### config.mk
export PLATFORM = sky130hd
export DESIGN_NAME = drap_pc_ras
export DESIGN_NICKNAME = d
export VERILOG_FILES = /design/src/rtl/drap_pkg.sv /design/src/rtl/drap_ras.sv /design/src/rtl/drap_pc_ras.sv
export SDC_FILE = /design/constraint.sdc
export NUM_CORES = 1
export LEC_CHECK = 0
export ABC_CLOCK_PERIOD_IN_PS = 5300
export CELL_PAD_IN_SITES_DETAIL_PLACEMENT = 0
export CELL_PAD_IN_SITES_GLOBAL_PLACEMENT = 1
export CORE_AREA = 2 2 142 144
export CTS_CLUSTER_SIZE = 12
export DETAILED_ROUTE_END_ITERATION = 8
export DIE_AREA = 0 0 144 146
export PLACE_DENSITY_LB_ADDON = 0.25
export SYNTH_ARGS = -nofsm -noshare
export SYNTH_HDL_FRONTEND = slang
export SYNTH_SLANG_ARGS = --single-unit
### constraint.sdc
create_clock -name clk -period 5.3 [get_ports clk]
set_clock_uncertainty 0.1 [all_clocks]
set_input_delay 0.795 -clock clk [delete_from_list [all_inputs] [get_ports clk]]
set_output_delay 0.795 -clock clk [all_outputs]
set_load 0.01 [all_outputs]
### src/rtl/drap_pkg.sv
// Shared definitions for the fetch-stage program counter with return-address stack.
// Holds the per-cycle control priority encoding, the default parameter values,
// and the helper that maps the raw control strobes onto a single action.
package drap_pkg;

  // One action is taken per cycle, in this priority order.
  typedef enum logic [2:0] {
    CTL_HOLD = 3'd0,  // stall: PC, stack, count and flags all hold
    CTL_RET  = 3'd1,  // pop the RAS into the PC
    CTL_CALL = 3'd2,  // push the return address, jump to PC_in
    CTL_JMP  = 3'd3,  // absolute jump to PC_in
    CTL_BR   = 3'd4,  // PC-relative branch
    CTL_SEQ  = 3'd5   // sequential fetch
  } drap_ctl_e;

  localparam int unsigned DRAP_WIDTH_DEF     = 32;
  localparam int unsigned DRAP_INC_DEF       = 4;
  localparam int unsigned DRAP_RAS_DEPTH_DEF = 4;
  localparam logic [DRAP_WIDTH_DEF-1:0] DRAP_RESET_VEC_DEF = '0;

  function automatic drap_ctl_e drap_decode(input logic stall,
                                            input logic ret,
                                            input logic call,
                                            input logic load,
                                            input logic branch);
    drap_ctl_e ctl;
    if (stall)       ctl = CTL_HOLD;
    else if (ret)    ctl = CTL_RET;
    else if (call)   ctl = CTL_CALL;
    else if (load)   ctl = CTL_JMP;
    else if (branch) ctl = CTL_BR;
    else             ctl = CTL_SEQ;
    return ctl;
  endfunction

endpackage

### src/rtl/drap_ras.sv
// Return-address stack: circular LIFO of DEPTH x WIDTH entries.
// Ports:
//   clk, rst_n    clock, asynchronous active-low reset
//   push, din     write din on top of the stack
//   pop, dout     dout is the current top entry (valid only when not empty)
//   empty, full   registered occupancy status
//   ovf, unf      sticky: push while full / pop while empty, cleared only by reset
// A push while full overwrites the oldest entry and leaves the count at DEPTH.
// A pop while empty changes nothing except setting unf.
// push and pop are expected to be mutually exclusive; push wins if both are set.
module drap_ras
  import drap_pkg::*;
#(
  parameter int unsigned WIDTH = DRAP_WIDTH_DEF,
  parameter int unsigned DEPTH = DRAP_RAS_DEPTH_DEF
) (
  input  logic             clk,
  input  logic             rst_n,
  input  logic             push,
  input  logic             pop,
  input  logic [WIDTH-1:0] din,
  output logic [WIDTH-1:0] dout,
  output logic             empty,
  output logic             full,
  output logic             ovf,
  output logic             unf
);

  localparam int unsigned PW = $clog2(DEPTH);
  localparam int unsigned CW = PW + 1;
  localparam logic [CW-1:0] CNT_FULL = CW'(DEPTH);

  logic [WIDTH-1:0] mem_q [DEPTH];
  // wp_q points at the slot the next push writes; the top entry sits just below it.
  // When full, wp_q therefore also points at the oldest entry, which makes the
  // overwrite-on-overflow behaviour fall out of the pointer arithmetic.
  logic [PW-1:0] wp_q, wp_d;
  logic [PW-1:0] top_idx;
  logic [CW-1:0] cnt_q, cnt_d;
  logic          empty_q, empty_d;
  logic          full_q, full_d;
  logic          ovf_q, ovf_d;
  logic          unf_q, unf_d;

  assign top_idx = wp_q - 1'b1;

  always_comb begin
    wp_d  = wp_q;
    cnt_d = cnt_q;
    ovf_d = ovf_q;
    unf_d = unf_q;
    if (push) begin
      wp_d = wp_q + 1'b1;
      if (cnt_q == CNT_FULL) ovf_d = 1'b1;
      else                   cnt_d = cnt_q + 1'b1;
    end else if (pop) begin
      if (cnt_q == '0) begin
        unf_d = 1'b1;
      end else begin
        wp_d  = top_idx;
        cnt_d = cnt_q - 1'b1;
      end
    end
    empty_d = (cnt_d == '0);
    full_d  = (cnt_d == CNT_FULL);
  end

  always_ff @(posedge clk or negedge rst_n) begin
    if (!rst_n) begin
      wp_q    <= '0;
      cnt_q   <= '0;
      empty_q <= 1'b1;
      full_q  <= 1'b0;
      ovf_q   <= 1'b0;
      unf_q   <= 1'b0;
    end else begin
      wp_q    <= wp_d;
      cnt_q   <= cnt_d;
      empty_q <= empty_d;
      full_q  <= full_d;
      ovf_q   <= ovf_d;
      unf_q   <= unf_d;
    end
  end

  // Storage needs no reset: an entry is only read after it has been pushed.
  always_ff @(posedge clk) begin
    if (push) mem_q[wp_q] <= din;
  end

  assign dout  = mem_q[top_idx];
  assign empty = empty_q;
  assign full  = full_q;
  assign ovf   = ovf_q;
  assign unf   = unf_q;

endmodule

### src/rtl/drap_pc_ras.sv
// Fetch-stage program counter with reset vector, auto-increment, relative branch,
// absolute jump, stall, and call/return through a return-address stack.
// Ports:
//   clk, rst_n          clock, asynchronous active-low reset
//   PC_stall            hold everything; other controls ignored
//   PC_load, PC_in      absolute jump to PC_in
//   PC_branch, PC_offset  relative branch by signed PC_offset
//   PC_call             push PC_out+INC, jump to PC_in
//   PC_ret              pop into PC (PC_out+INC if the stack is empty)
//   PC_out              registered current PC
//   RAS_empty/RAS_full  stack occupancy
//   RAS_ovf/RAS_unf     sticky overflow/underflow flags
module drap_pc_ras
  import drap_pkg::*;
#(
  parameter int unsigned     WIDTH     = DRAP_WIDTH_DEF,
  parameter logic [WIDTH-1:0] RESET_VEC = WIDTH'(DRAP_RESET_VEC_DEF),
  parameter int unsigned     INC       = DRAP_INC_DEF,
  parameter int unsigned     RAS_DEPTH = DRAP_RAS_DEPTH_DEF
) (
  input  logic             clk,
  input  logic             rst_n,
  input  logic             PC_stall,
  input  logic             PC_load,
  input  logic [WIDTH-1:0] PC_in,
  input  logic             PC_branch,
  input  logic [WIDTH-1:0] PC_offset,
  input  logic             PC_call,
  input  logic             PC_ret,
  output logic [WIDTH-1:0] PC_out,
  output logic             RAS_empty,
  output logic             RAS_full,
  output logic             RAS_ovf,
  output logic             RAS_unf
);

  localparam logic [WIDTH-1:0] INC_W = WIDTH'(INC);

  drap_ctl_e        ctl;
  logic [WIDTH-1:0] pc_q, pc_d;
  logic [WIDTH-1:0] pc_seq;
  logic [WIDTH-1:0] ras_dout;
  logic             ras_push, ras_pop, ras_empty;

  assign ctl      = drap_decode(PC_stall, PC_ret, PC_call, PC_load, PC_branch);
  assign pc_seq   = pc_q + INC_W;
  assign ras_push = (ctl == CTL_CALL);
  assign ras_pop  = (ctl == CTL_RET);

  drap_ras #(
    .WIDTH (WIDTH),
    .DEPTH (RAS_DEPTH)
  ) u_ras (
    .clk   (clk),
    .rst_n (rst_n),
    .push  (ras_push),
    .pop   (ras_pop),
    .din   (pc_seq),
    .dout  (ras_dout),
    .empty (ras_empty),
    .full  (RAS_full),
    .ovf   (RAS_ovf),
    .unf   (RAS_unf)
  );

  always_comb begin
    pc_d = pc_q;
    unique case (ctl)
      CTL_HOLD: pc_d = pc_q;
      // An empty stack never supplies a target; fall through to sequential fetch.
      CTL_RET:  pc_d = ras_empty ? pc_seq : ras_dout;
      CTL_CALL: pc_d = PC_in;
      CTL_JMP:  pc_d = PC_in;
      CTL_BR:   pc_d = pc_q + PC_offset;  // two's-complement add wraps modulo 2^WIDTH
      CTL_SEQ:  pc_d = pc_seq;
      default:  pc_d = pc_q;
    endcase
  end

  always_ff @(posedge clk or negedge rst_n) begin
    if (!rst_n) pc_q <= RESET_VEC;
    else        pc_q <= pc_d;
  end

  assign PC_out    = pc_q;
  assign RAS_empty = ras_empty;

endmodule

==> flow_results.org, run 1 <==
** Outcome
- Run status :: completed

** Worst setup path
- Internal reg-to-reg setup slack :: around 2000 ps
- Cells on worst reg2reg path :: 11
- Kind of start point of the critical path :: primary input
- The critical path is of the in2reg type.
- STA classifies the critical path endpoint as a register.
- Arr. time, crit path :: 3850 ps
- Required time of the worst setup path :: between 5000 and 6000 ps
- R2R Path End :: PC_out[22]$_DFFE_PN0P_
- Top fanout value on the critical path :: 4
- Crit path capture :: PC_out[22]$_DFFE_PN0P_
- Worst R2R Start :: PC_out[0]$_DFFE_PN0P_
- In this run the worst setup path begins at PC_offset[0].

** STA
- Final-report max-slew violation count :: 0
- Fmax :: 0.2755 GHz
- Worst path setup slack after routing :: 1670 ps
- In the final timing run, aggregate negative setup slack is 0 ps.
- For the pin with the worst max-slew slack, the measured transition is roughly 1200 ps.
- The worst path in the final design needs a cycle of 3630 ps, including I/O delays and setup.
- RSZ-0062 raised after global routing :: no
- Number of setup violations in the final report :: 0
- The number of hold violations in the final report came to 0.
- Max-Slew Margin vs Limit :: 18.67%
- Final Cycle Share :: 68.49%

** Die
- 107 I/O pins were placed.
- Vertical extent of the die :: 146 um
- The die is 144 um wide.
- Die outline area :: 21020 um^2
- Floorplan Core Area :: 19330 um^2
- The initialized floorplan defines 51 standard-cell rows.
- The initial utilization of the core area, before any placement, comes to 49.48%.

** Power
- The internal portion of the total power is 0.003908 W.
- The share of total power dissipated in the clock network is 19.7%.
- Portion of total power attributed to sequential cells :: 32.4%
- Post-layout total power :: 0.006545 W
- Logic gate share of total power :: 47.8%
- Summed over all cells, the static leakage comes to around 4.2 nW.
- Worst vdd ir :: 0.2922 mV
- Power spread over the standard cell area amounts to 567.9 nW/um^2.
- In this run the power spent charging and discharging nets is between 0.002 and 0.003 W.
- Switching power share of the total :: 40.29%

** Synth
- Cell types with the largest area share after synthesis :: sky130_fd_sc_hd__edfxtp_1 (40%), sky130_fd_sc_hd__dfrtp_1 (10%), sky130_fd_sc_hd__mux4_2 (7.5%)
- Of all cell types, the one taking the most synthesized area is sky130_fd_sc_hd__edfxtp_1.
- Synthesis handed over a netlist of between 800 and 900 instances.
- Post-synth top area share :: between 40% and 50%
- The most common cell in the synthesized netlist is sky130_fd_sc_hd__edfxtp_1.
- Mean instance size in the synthesized netlist :: roughly 12 um^2
- Commonest cells in the netlist :: sky130_fd_sc_hd__edfxtp_1 (128), sky130_fd_sc_hd__a21oi_1 (71), sky130_fd_sc_hd__nand2_1 (66), sky130_fd_sc_hd__o21ai_0 (45), sky130_fd_sc_hd__nor2_1 (44)
- Distinct cell type count after synthesis :: 78
- Count of flip-flops with a built-in enable after synthesis :: 128
- Counting flops and latches in the post-synthesis netlist gives 169.
- The share of the Yosys chip area taken by registers is 50.92%.
- Synthesized Nets :: between 900 and 1000
- For this run, the number of Yosys warnings is 0.
- The mapped netlist covers roughly 9600 um^2.
- Most frequently used flop master after synthesis :: sky130_fd_sc_hd__edfxtp_1
- Share of async-settable or async-resettable flops after synthesis :: 24.26%

** CTS
- Post-CTS timing repair inserted 0 buffers for setup.
- CTS sink cnt :: 169
- Buffers inserted during clock tree synthesis total 17.
- After clock tree synthesis, the repair step resized 0 gates.
- TritonCTS built the clock tree.
- The H-tree was split into 4 levels.
- At the later pin of the worst-skew pair, clock insertion delay measures 430 ps.
- In this run the deepest clock path goes through 2 buffers.
- After clock tree synthesis, the flow added hold-fix buffers numbering 0.
- Clock slew seen by the registers of the worst setup and hold paths :: 70 ps
- Master cell of the clock root buffer :: sky130_fd_sc_hd__clkbuf_16

** Finish
- For this run, the post-layout net count is 1025.
- In the final layout, the share of cells above drive strength 1 is between 10% and 20%.
- Syn-to-layout area delta :: 20.47%
- Antenna diode count :: 0

** Global route
- Antenna violations before repair :: 0
- Entering global routing, the biggest net connects 42 pins.
- Global routing used 28.18% of the available tracks across all layers.
- The via count of the first global-routing pass came to 7453.
- The first global-routing pass estimated between 40000 and 50000 um of wire.
- Total congestion overflow after global routing :: 0

** Drt
- For this block, the initial DRC count from the detailed router was 670.
- Via density :: 6.199
- After detailed routing, the average wire length per cell comes to about 24 um.
- The detail route stage leaves a number of antenna-violating nets equal to 0.
- Final wirelength :: 28570 um
- Total number of vias :: around 7400
- DRC :: 0
- Number of detailed-route iterations in the first pass :: 5

** Placed design
- Input and output buffers added on the ports amount to 106.
- Placed wire-length estimate after detailed placement :: 19180 um
- Prior to clock tree synthesis, the placed netlist has a worst setup slack of 1267 ps.
- The congestion estimate from routability-driven global placement came to 0.9212.

** Worst hold path
- Number of cells on the worst hold path :: 1
- Hold Crit Class :: reg2reg

** Run
- The tool flagged a number of max-cap violations equal to 0.
[worst max-delay path, cell delays in order]
cell and delay, ps:
sky130_fd_sc_hd__clkdlybuf4s50_1 420, sky130_fd_sc_hd__ha_1 230, sky130_fd_sc_hd__fa_1 430, sky130_fd_sc_hd__a21o_1 230
sky130_fd_sc_hd__a221oi_2 510, sky130_fd_sc_hd__o21bai_2 170, sky130_fd_sc_hd__a31oi_1 320, sky130_fd_sc_hd__o21bai_1 150
sky130_fd_sc_hd__a31oi_1 210, sky130_fd_sc_hd__xnor2_1 150, sky130_fd_sc_hd__o21ai_1 80, sky130_fd_sc_hd__a22oi_1 150
[layout by cell type (no fill, tap or decap), drive strengths merged, types with 6 or more instances in the layout]
| cell | netlist | final |
|---|---|---|
| nand2 | 67 | 67 |
| mux2 | 6 | 6 |
| edfxtp | 128 | 128 |
| a31oi | 10 | 10 |
| a21o | 13 | 13 |
| mux4 | 32 | 32 |
| o22ai | 9 | 9 |
| clkbuf | 30 | 17 |
| clkdlybuf4s50 | 0 | 105 |
| a221oi | 13 | 13 |
| buf | 9 | 17 |
| nand4 | 15 | 15 |
| a221o | 7 | 7 |
| mux2i | 18 | 18 |
| and3 | 17 | 17 |
| nand3 | 30 | 30 |
| inv | 22 | 28 |
| nor3 | 9 | 9 |
| xor2 | 16 | 16 |
| nor2 | 46 | 46 |
| dfrtp | 40 | 40 |
| a211oi | 9 | 9 |
| ha | 39 | 39 |
| xnor2 | 38 | 38 |
| a21oi | 72 | 72 |
| o21ai | 49 | 49 |
[sequential cells by signal, summed over array words and instances (netlist names)]
register / flops
u_ras.cnt_q: 3
u_ras.full: 1
u_ras.unf: 1
u_ras.mem_q: 128
u_ras.wp_q: 2
u_ras.ovf: 1
u_ras.empty: 1
PC_out: 32
[per-stage QoR]
stage	utilization (%)	instances	hold WS, ps	cell area (um^2)
after floorplan	-	812	393.2	9567
after global placement	56.44	1160	358.2	10910
after detailed placement	56.44	1160	363.4	10910
after CTS	59.61	1192	374.1	11520
after global routing	59.61	1192	405.9	11520
final	59.61	1192	367.6	11520
[metal layers]
layer / wire (um) / global-route usage [%] / vias to the layer above
met5: 0 / 0 / -
met4: 790 / 9.559 / 0
met3: 2299 / 5.429 / 48
met2: 13290 / 42.76 / 357
met1: 12190 / 40.74 / 3646
li1: - / - / 3338
[kinds of logic after synthesis]
| group | count (synthesis) | synth area share [%] |
|---|---|---|
| compound gates | 218 | 14.88 |
| xor+xnor | 54 | 4.944 |
| fa+ha+maj | 40 | 5.310 |
| buf+inv | 63 | 2.642 |
| flops | 169 | 50.92 |
| mux | 56 | 10.12 |
| simple gates | 212 | 11.18 |
[power by group through the flow]
stage	sequential [W]	combinational (W)	clock, W
finish	0.00212	0.00313	0.00129
global route	0.00215	0.00341	0.00135
CTS	0.00211	0.00311	0.00130
detailed placement	0.00214	0.00308	0
global placement	0.00213	0.00302	0
floorplan	0.00209	0.00210	0
[cell type report]
cell class,instances,area (um^2)
flip-flops and latches,169,4872
well taps,265,331.6
inverters,24,90.09
repair buffers,122,1176
fillers,1543,7810
multi-input cells,580,4443
clock buffers,17,425.4
clock inverters,15,186.4
[worst min-delay path by stage]
stage,start,to,slack [ps]
6_report,u_ras.unf$_DFFE_PN0P_,u_ras.unf$_DFFE_PN0P_,370
2_1_floorplan,u_ras.unf$_DFFE_PN0P_,u_ras.unf$_DFFE_PN0P_,390
5_1_grt,rst_n,u_ras.cnt_q[2]$_DFF_PN0_,410
3_3_place_gp,u_ras.unf$_DFFE_PN0P_,u_ras.unf$_DFFE_PN0P_,360
3_5_place_dp,u_ras.unf$_DFFE_PN0P_,u_ras.unf$_DFFE_PN0P_,360
4_1_cts,u_ras.unf$_DFFE_PN0P_,u_ras.unf$_DFFE_PN0P_,370
No activity file was read; power rests on OpenSTA's default activity.
==> run 2, diff against run 1 <==
--- a/config.mk
+++ b/config.mk
@@ -5,13 +5,13 @@
 export SDC_FILE = /design/constraint.sdc
 export NUM_CORES = 1
 export LEC_CHECK = 0
-export ABC_CLOCK_PERIOD_IN_PS = 5300
+export ABC_CLOCK_PERIOD_IN_PS = 3100
 export CELL_PAD_IN_SITES_DETAIL_PLACEMENT = 0
 export CELL_PAD_IN_SITES_GLOBAL_PLACEMENT = 1
-export CORE_AREA = 2 2 142 144
+export CORE_AREA = 2 2 154 156
 export CTS_CLUSTER_SIZE = 12
 export DETAILED_ROUTE_END_ITERATION = 8
-export DIE_AREA = 0 0 144 146
+export DIE_AREA = 0 0 156 158
 export PLACE_DENSITY_LB_ADDON = 0.25
 export SYNTH_ARGS = -nofsm -noshare
 export SYNTH_HDL_FRONTEND = slang
==> constraint.sdc (replaced) <==
create_clock -name clk -period 3.1 [get_ports clk]
set_clock_uncertainty 0.1 [all_clocks]
set_input_delay 0.465 -clock clk [delete_from_list [all_inputs] [get_ports clk]]
set_output_delay 0.465 -clock clk [all_outputs]
set_load 0.01 [all_outputs]
==> run 2 against run 1 <==
Against the previous run: sequential cell count did not move; routed wire length up 5.7%; critical path depth rose by 1; utilization is 5.9 points lower; first-iteration DRC count is 7.6% lower; critical endpoint is now PC_out[12]$_DFFE_PN0P_; largest cell class unchanged.
==> flow_results.org, run 2 (synthesis results as in run 1) <==
** Outcome
- Run status :: completed

** STA
- Max-Slew Margin vs Limit :: around 44%
- Setup violations remaining at the end of the flow were counted as 0.
- After layout, the worst setup slack is 182.3 ps.
- Final Cycle Share :: 94.12%
- Post-Route Setup TNS :: 0 ps
- The number of hold violations in the final report was 0.
- RSZ-0062 raised after global routing :: no
- Worst-Margin Slew :: 841.2 ps
- Time the final worst path needs with I/O delays and setup :: 2918 ps
- For this run, the top clock speed supported by timing is around 0.34 GHz.
- Final-report max-slew violation count :: 0

** Worst setup path
- Grouping stages by cell kind, the critical path spends the most delay in compound AO/OA/AOI/OAI gates.
- Crit path cell chain :: clkdlybuf4s50_1 > ha_2 > fa_2 > a21o_1 > a221oi_2 > buf_4 > o21bai_2 > a21o_1 > a21o_1 > xor2_1 > nor2_1 > o31a_1 > o221ai_1
- Top fanout value on the critical path :: 3
- Internal reg-to-reg setup slack :: ~210 ps
- Arr. time, crit path :: 3180 ps
- Cell type with the highest occurrence count on the critical path :: sky130_fd_sc_hd__a21o_1
- On the critical path, the stage with the largest delay is an instance of sky130_fd_sc_hd__clkdlybuf4s50_1.
- CP Buf/Inv Count :: 2
- The critical path is of the in2reg type.
- Required time of the worst setup path :: 3360 ps
- STA classifies the critical path endpoint as a register.
- Delay of the slowest cell on the worst path :: 400 ps
- STA classifies the critical path startpoint as a primary input.

** Die
- I/O pins :: ~110
- Initial core utilization :: 41.50%
- The floorplan step set the die width to 156 um.
- The floorplan step defined a die boundary enclosing 24650 um^2.
- After floorplanning, the core was divided into 56 placement rows.
- Floorplan Core Area :: 23050 um^2
- Vertical extent of the die :: between 150 and 200 um

** Power
- Post-layout total power :: 0.01207 W
- Pwr Density :: 974.8 nW/um^2
- VDD sags by at most about 0.41 mV.
- The analysis attributes to cell leakage a power of between 4 and 5 nW.

** Finish
- The post-route netlist has 20.74% of its cells at a drive strength greater than 1.
- Relative to the synthesized area, the layout overhead comes to 29.38%.
- Leaving out fill and tap cells, the most frequent cells in the layout are sky130_fd_sc_hd__edfxtp_1 (128), sky130_fd_sc_hd__buf_4 (110), sky130_fd_sc_hd__clkdlybuf4s50_1 (105), sky130_fd_sc_hd__a21oi_1 (71), sky130_fd_sc_hd__nand2_1 (66).
- The library cell used most frequently in the layout, excluding fill and tap cells, is sky130_fd_sc_hd__edfxtp_1.
- The net count of the finished layout is 1125.
- Register with the most flip-flops :: u_ras.mem_q
- Max reg flops :: between 100 and 150

** CTS
- Clock tree synthesis inserted a total of 17 buffers.
- For the worst-skew pair, the clock arrives at the later sink with an insertion delay of 440 ps.
- TritonCTS built the clock tree.
- The H-tree generated during clock tree synthesis spans 4 levels.
- The clock passes through at most 2 buffers.
- Master cell of the clock root buffer :: sky130_fd_sc_hd__clkbuf_16
- Clock slew seen by the registers of the worst setup and hold paths :: approximately 80 ps
- Counting every sink on the clock net gives 169.

** Global route
- Global-route usage over all layers :: around 25%
- Antenna violations before repair :: 1
- Via count of the first global-routing pass :: 7597
- Wire length of the first global-routing pass :: 45670 um
- Entering global routing, the biggest net connects 33 pins.
- Total congestion overflow after global routing :: 0

** Drt
- Total number of vias :: between 7000 and 8000
- Using the TritonRoute via totals, the vias-per-cell ratio works out to 5.807.
- Avg WL per Cell :: 22.92 um
- Post-route met1 wirelength :: 13330 um
- After detailed routing, the number of remaining DRC violations is 0.
- The routed design uses 14470 um of met2 wire.
- After detailed routing, the met3 layer carries 1623 um of wire.
- Number of detailed-route iterations in the first pass :: 5
- Final wirelength :: 30210 um
- After detailed routing, no signal wire sits above met4.
- The detailed router finished its first iteration with 619 violations.
- Detail Route Antenna Nets :: 0

** Placed design
- The HPWL after detailed placement is around 22000 um.
- Final estimated routing congestion in global placement :: 0.8893
- Prior to clock tree synthesis, the placed netlist has a worst setup slack of -317.6 ps.
- The count of buffers added on input and output ports is between 100 and 150.

** Worst hold path
- Hold Crit Class :: reg2reg

** Run
- The tool flagged a number of max-cap violations equal to 0.
## run 2: final timing paths
kind	depth (start not counted)	startpoint	endpoint
setup / recovery	13	PC_offset[0]	PC_out[12]$_DFFE_PN0P_
hold / removal	1	u_ras.unf$_DFFE_PN0P_	u_ras.unf$_DFFE_PN0P_
setup reg to reg	10	PC_out[2]$_DFFE_PN0P_	PC_out[24]$_DFFE_PN0P_
min in group asynchronous	2	rst_n	u_ras.cnt_q[2]$_DFF_PN0_
max in group asynchronous	3	rst_n	PC_out[28]$_DFFE_PN0P_
hold reg to reg	1	u_ras.unf$_DFFE_PN0P_	u_ras.unf$_DFFE_PN0P_
## run 2: layer usage
metal	global-route usage, %	vias up
met3	3.942	45
met2	41.74	266
met4	8.126	0
met1	34.73	3801
li1	-	3542
met5	0	-
## run 2: report_power, final
group	switching, W	internal (W)
clock network	0.000970	0.00121
logic	0.00329	0.00305
registers	0.000467	0.00308
## run 2: final cells by class
class	instances	area, um^2
antenna	1	2.502
clock buffer	19	432.9
clock inverter	13	162.7
fill	2054	10680
inverter	24	90.09
multi-input combinational	580	4462
sequential	169	4872
tap	290	362.8
timing repair buffer	222	1992
## run 2: worst reg2reg max path, delay by kind of cell (launching register included)
kind | cells | cell delay [ps]
compound gates | 1 | 120
xor+xnor | 1 | 210
fa+ha+maj | 1 | 240
buf+inv | 1 | 180
flops | 1 | 490
mux | 1 | 290
simple gates | 5 | 1140
## run 2: repair_timing
action	4_1_cts	5_1_grt
hold buffers	1	0
buffers inserted	0	1
resized for setup	0	4
hold endpoints to repair	19	0
setup endpoints to repair	0	7
## run 2: per-stage QoR
step | hold slack, ps | utilization [%] | instances | cell area (um^2)
after floorplan | 69.41 | - | 812 | 9567
after global placement | 343.1 | 50.94 | 1283 | 11740
after detailed placement | 347.1 | 50.94 | 1283 | 11740
after CTS | 374.0 | 53.57 | 1316 | 12350
after global routing | 409.6 | 53.68 | 1317 | 12370
final | 371.8 | 53.69 | 1318 | 12380
==> run 3, diff against run 2 <==
--- a/config.mk
+++ b/config.mk
@@ -12,7 +12,8 @@
 export CTS_CLUSTER_SIZE = 12
 export DETAILED_ROUTE_END_ITERATION = 8
 export DIE_AREA = 0 0 156 158
-export PLACE_DENSITY_LB_ADDON = 0.25
+export PLACE_DENSITY = 0.82
+export SKIP_CTS_REPAIR_TIMING = 1
 export SYNTH_ARGS = -nofsm -noshare
 export SYNTH_HDL_FRONTEND = slang
 export SYNTH_SLANG_ARGS = --single-unit
==> run 3 against run 2 <==
Against the previous run: the run now ends with negative hold slack left; first-iteration DRC count rose by 30%; clock power barely moved; non-clock buffer count rose by 2; worst hold slack got worse by 410 ps; combinational power rose by 2%; register-to-register slack got worse by 80 ps; cell count barely moved; utilization rose by 0.19 points; total power rose by 0.47%; critical path type is now reg2reg; worst setup slack got worse by 51 ps; global-route usage fell by 0.29 points.
==> flow_results.org, run 3 (synthesis results as in run 1) <==
** Drt
- Total number of vias :: 7903
- DRC :: 0
- DRT iter0 DRCs :: 806
- Final wirelength :: 30180 um
- Number of detailed-route iterations in the first pass :: 6
- Detail Route Antenna Nets :: 0
- Via density :: around 6.0
- Avg WL per Cell :: 22.88 um

** Die
- Vertical extent of the die :: roughly 160 um
- Initial core utilization :: 41.50%
- Number of standard-cell rows in the floorplan :: between 50 and 60
- I/O pins :: 107
- Die outline area :: 24650 um^2
- Width of the die :: 156 um
- Floorplan Core Area :: 23050 um^2

** Outcome
- The checks that failed: negative hold slack.
- The run finished, with violations left.

** Finish
- Leading cell type in the layout, fill and taps excluded :: sky130_fd_sc_hd__edfxtp_1
- The register with the most flip-flops in the final layout is u_ras.mem_q.
- The library cells used most frequently in the layout, excluding fill and tap cells, are sky130_fd_sc_hd__edfxtp_1 (128), sky130_fd_sc_hd__buf_4 (111), sky130_fd_sc_hd__clkdlybuf4s50_1 (105), sky130_fd_sc_hd__a21oi_1 (71), sky130_fd_sc_hd__nand2_1 (66).
- Antenna diode count :: 0
- Relative to the synthesized area, the layout overhead comes to 29.83%.
- Core occupancy in the finished layout :: 53.88%
- Nets@finish :: 1127
- Of the cells placed in the final design, the portion with a size suffix greater than 1 is between 20% and 30%.
- The layout has 1933 filler cells.
- Finished layout cell area :: 12420 um^2
- The register with the most flip-flops in the layout has 128 of them.

** STA
- Worst slack on hold paths :: -39.18 ps
- Time the final worst path needs with I/O delays and setup :: 2968 ps
- Post-Route Setup TNS :: 0 ps
- The number of hold violations in the final report came to 23.
- Final Cycle Share :: 95.76%
- Setup violations remaining at the end of the flow were counted as 0.
- The total count of max-transition violations in the final report was 0.
- Setup slack closes at ~130 ps.
- For the pin with the worst max-slew slack, the measured transition is 862.8 ps.
- Static timing analysis puts the maximum clock frequency at between 0.3 and 0.4 GHz.
- Max-Slew Margin vs Limit :: 42.10%

** Run
- Count of max-cap constraint violations :: 0

** Global route
- Global routing used 25.09% of the available tracks across all layers.
- Total congestion overflow after global routing :: 0
- Via count of the first global-routing pass :: 7723
- The number of antenna violations at the first check in global routing is 0.
- Largest net degree at the start of global routing :: 36
- The first global-routing pass estimated 45800 um of wire.

** Power
- In this run the power density over the cells is 975.9 nW/um^2.
- The worst-case IR drop observed on VDD is 0.5649 mV.
- Static leakage :: 4.692 nW

** Worst setup path
- Endpoint kind of the worst setup timing path :: register
- Required time of the worst setup path :: 3350 ps
- For the worst flop-to-flop path, the logic depth is 9.
- For this run, the slowest stage of the critical path takes 480 ps.
- Crit path cell chain :: ha_1 > nand4_1 > nor2_1 > and3_1 > nand2_1 > xnor2_1 > mux2_2 > o22ai_1 > o22ai_1
- Data arrives at the worst endpoint at 3220 ps.
- The endpoint identified for the worst register-to-register timing path is PC_out[28]$_DFFE_PN0P_.
- The worst register-to-register path begins at PC_out[2]$_DFFE_PN0P_.
- The setup check on the worst reg-to-reg path leaves a slack of between 100 and 150 ps.
- Along the worst path, the maximum fanout reaches 7.
- The critical path in this run is classified as reg2reg.
- The worst setup path is launched from a register.
- The largest individual stage delay along the critical path comes from the cell sky130_fd_sc_hd__dfrtp_1.
- Cell type with the highest occurrence count on the critical path :: sky130_fd_sc_hd__o22ai_1

** CTS
- CTS tree :: yes
- Total CTS buffers :: 17
- Master cell of the clock root buffer :: sky130_fd_sc_hd__clkbuf_16
- CTS sink cnt :: 169
- Clock slew seen by the registers of the worst setup and hold paths :: about 70 ps
- Worst-skew pair later-pin latency :: 440 ps
- The longest clock path from root to sink contains 2 buffers.
- Number of H-tree levels :: 4

** Placed design
- At the end of routability-driven placement, the weighted congestion stood at around 0.9.
- The count of buffers added on input and output ports is around 110.
- Before CTS, the worst setup slack after placement is -333.7 ps.
- Placed inst area :: about 12000 um^2
- Summed over all nets, the half-perimeter wirelength after detailed placement is 21370 um.

** Worst hold path
- The worst hold path belongs to the class in2async.
## run 3: cell count changes in the layout (fill, tap and decap cells not counted)
cell	previous run	this run
sky130_fd_sc_hd__inv_8	1	4
sky130_fd_sc_hd__clkbuf_1	2	0
sky130_fd_sc_hd__dlygate4sd3_1	1	0
sky130_fd_sc_hd__buf_12	5	7
sky130_fd_sc_hd__buf_4	110	111
sky130_fd_sc_hd__inv_6	4	3
sky130_fd_sc_hd__diode_2	1	0
sky130_fd_sc_hd__clkinv_4	4	1
sky130_fd_sc_hd__clkinvlp_4	0	2
sky130_fd_sc_hd__clkinv_8	1	3
sky130_fd_sc_hd__bufinv_16	2	1
## run 3: stage by stage
| step | instances | hold slack (ps) | power, W |
|---|---|---|---|
| after global placement | 1286 | 388.0 | 0.009775 |
| after floorplan | 812 | 69.41 | 0.007164 |
| after global routing | 1319 | 0.4815 | 0.01280 |
| after CTS | 1318 | -22.21 | 0.01204 |
| final | 1319 | -39.18 | 0.01212 |
| after detailed placement | 1286 | 387.6 | 0.009841 |
## run 3: routing by layer
metal	global-route usage [%]	share of wire (%)
met1	35.54	44
met5	0	0
met4	7.383	2.2
met3	4.900	8.2
met2	39.40	45
## run 3: power breakdown
group / total [W] / leakage [nW] / internal, W / switching, W
registers: 0.00349 / 1.63 / 0.00308 / 0.000416
clock network: 0.00218 / 0.290 / 0.00115 / 0.00102
logic: 0.00645 / 2.78 / 0.00308 / 0.00337
total: 0.0121 / 4.69 / 0.00732 / 0.00481
## run 3: layout make-up
cell class	count	area, um^2	area share [%]
Clock buffer	17	425.4	3.425
Clock inverter	15	178.9	1.441
Inverter	24	90.09	0.7253
Multi-Input combinational cell	580	4462	35.92
Sequential cell	169	4872	39.23
Tap cell	290	362.8	2.921
Timing Repair Buffer	224	2029	16.34
## run 3: worst max path at each step
stage / start / to / slack, ps
floorplan: u_ras.wp_q[0]$_DFFE_PN0P_ / PC_out[9]$_DFFE_PN0P_ / 40
global placement: PC_offset[0] / PC_out[12]$_DFFE_PN0P_ / -290
detailed placement: PC_offset[0] / PC_out[12]$_DFFE_PN0P_ / -330
CTS: PC_offset[0] / PC_out[12]$_DFFE_PN0P_ / 110
global route: PC_out[2]$_DFFE_PN0P_ / PC_out[28]$_DFFE_PN0P_ / -7
finish: PC_out[2]$_DFFE_PN0P_ / PC_out[28]$_DFFE_PN0P_ / 130
## run 3: worst max-delay path, delay by kind of cell, from the launching register on
family / cells / cell delay [ps]
xor gates and xnor gates: 1 / 460
AOI/OAI and AO/OA: 2 / 230
and+or+nand+nor: 4 / 1100
muxes: 1 / 270
adders and majority gates: 1 / 230
DFF: 1 / 480
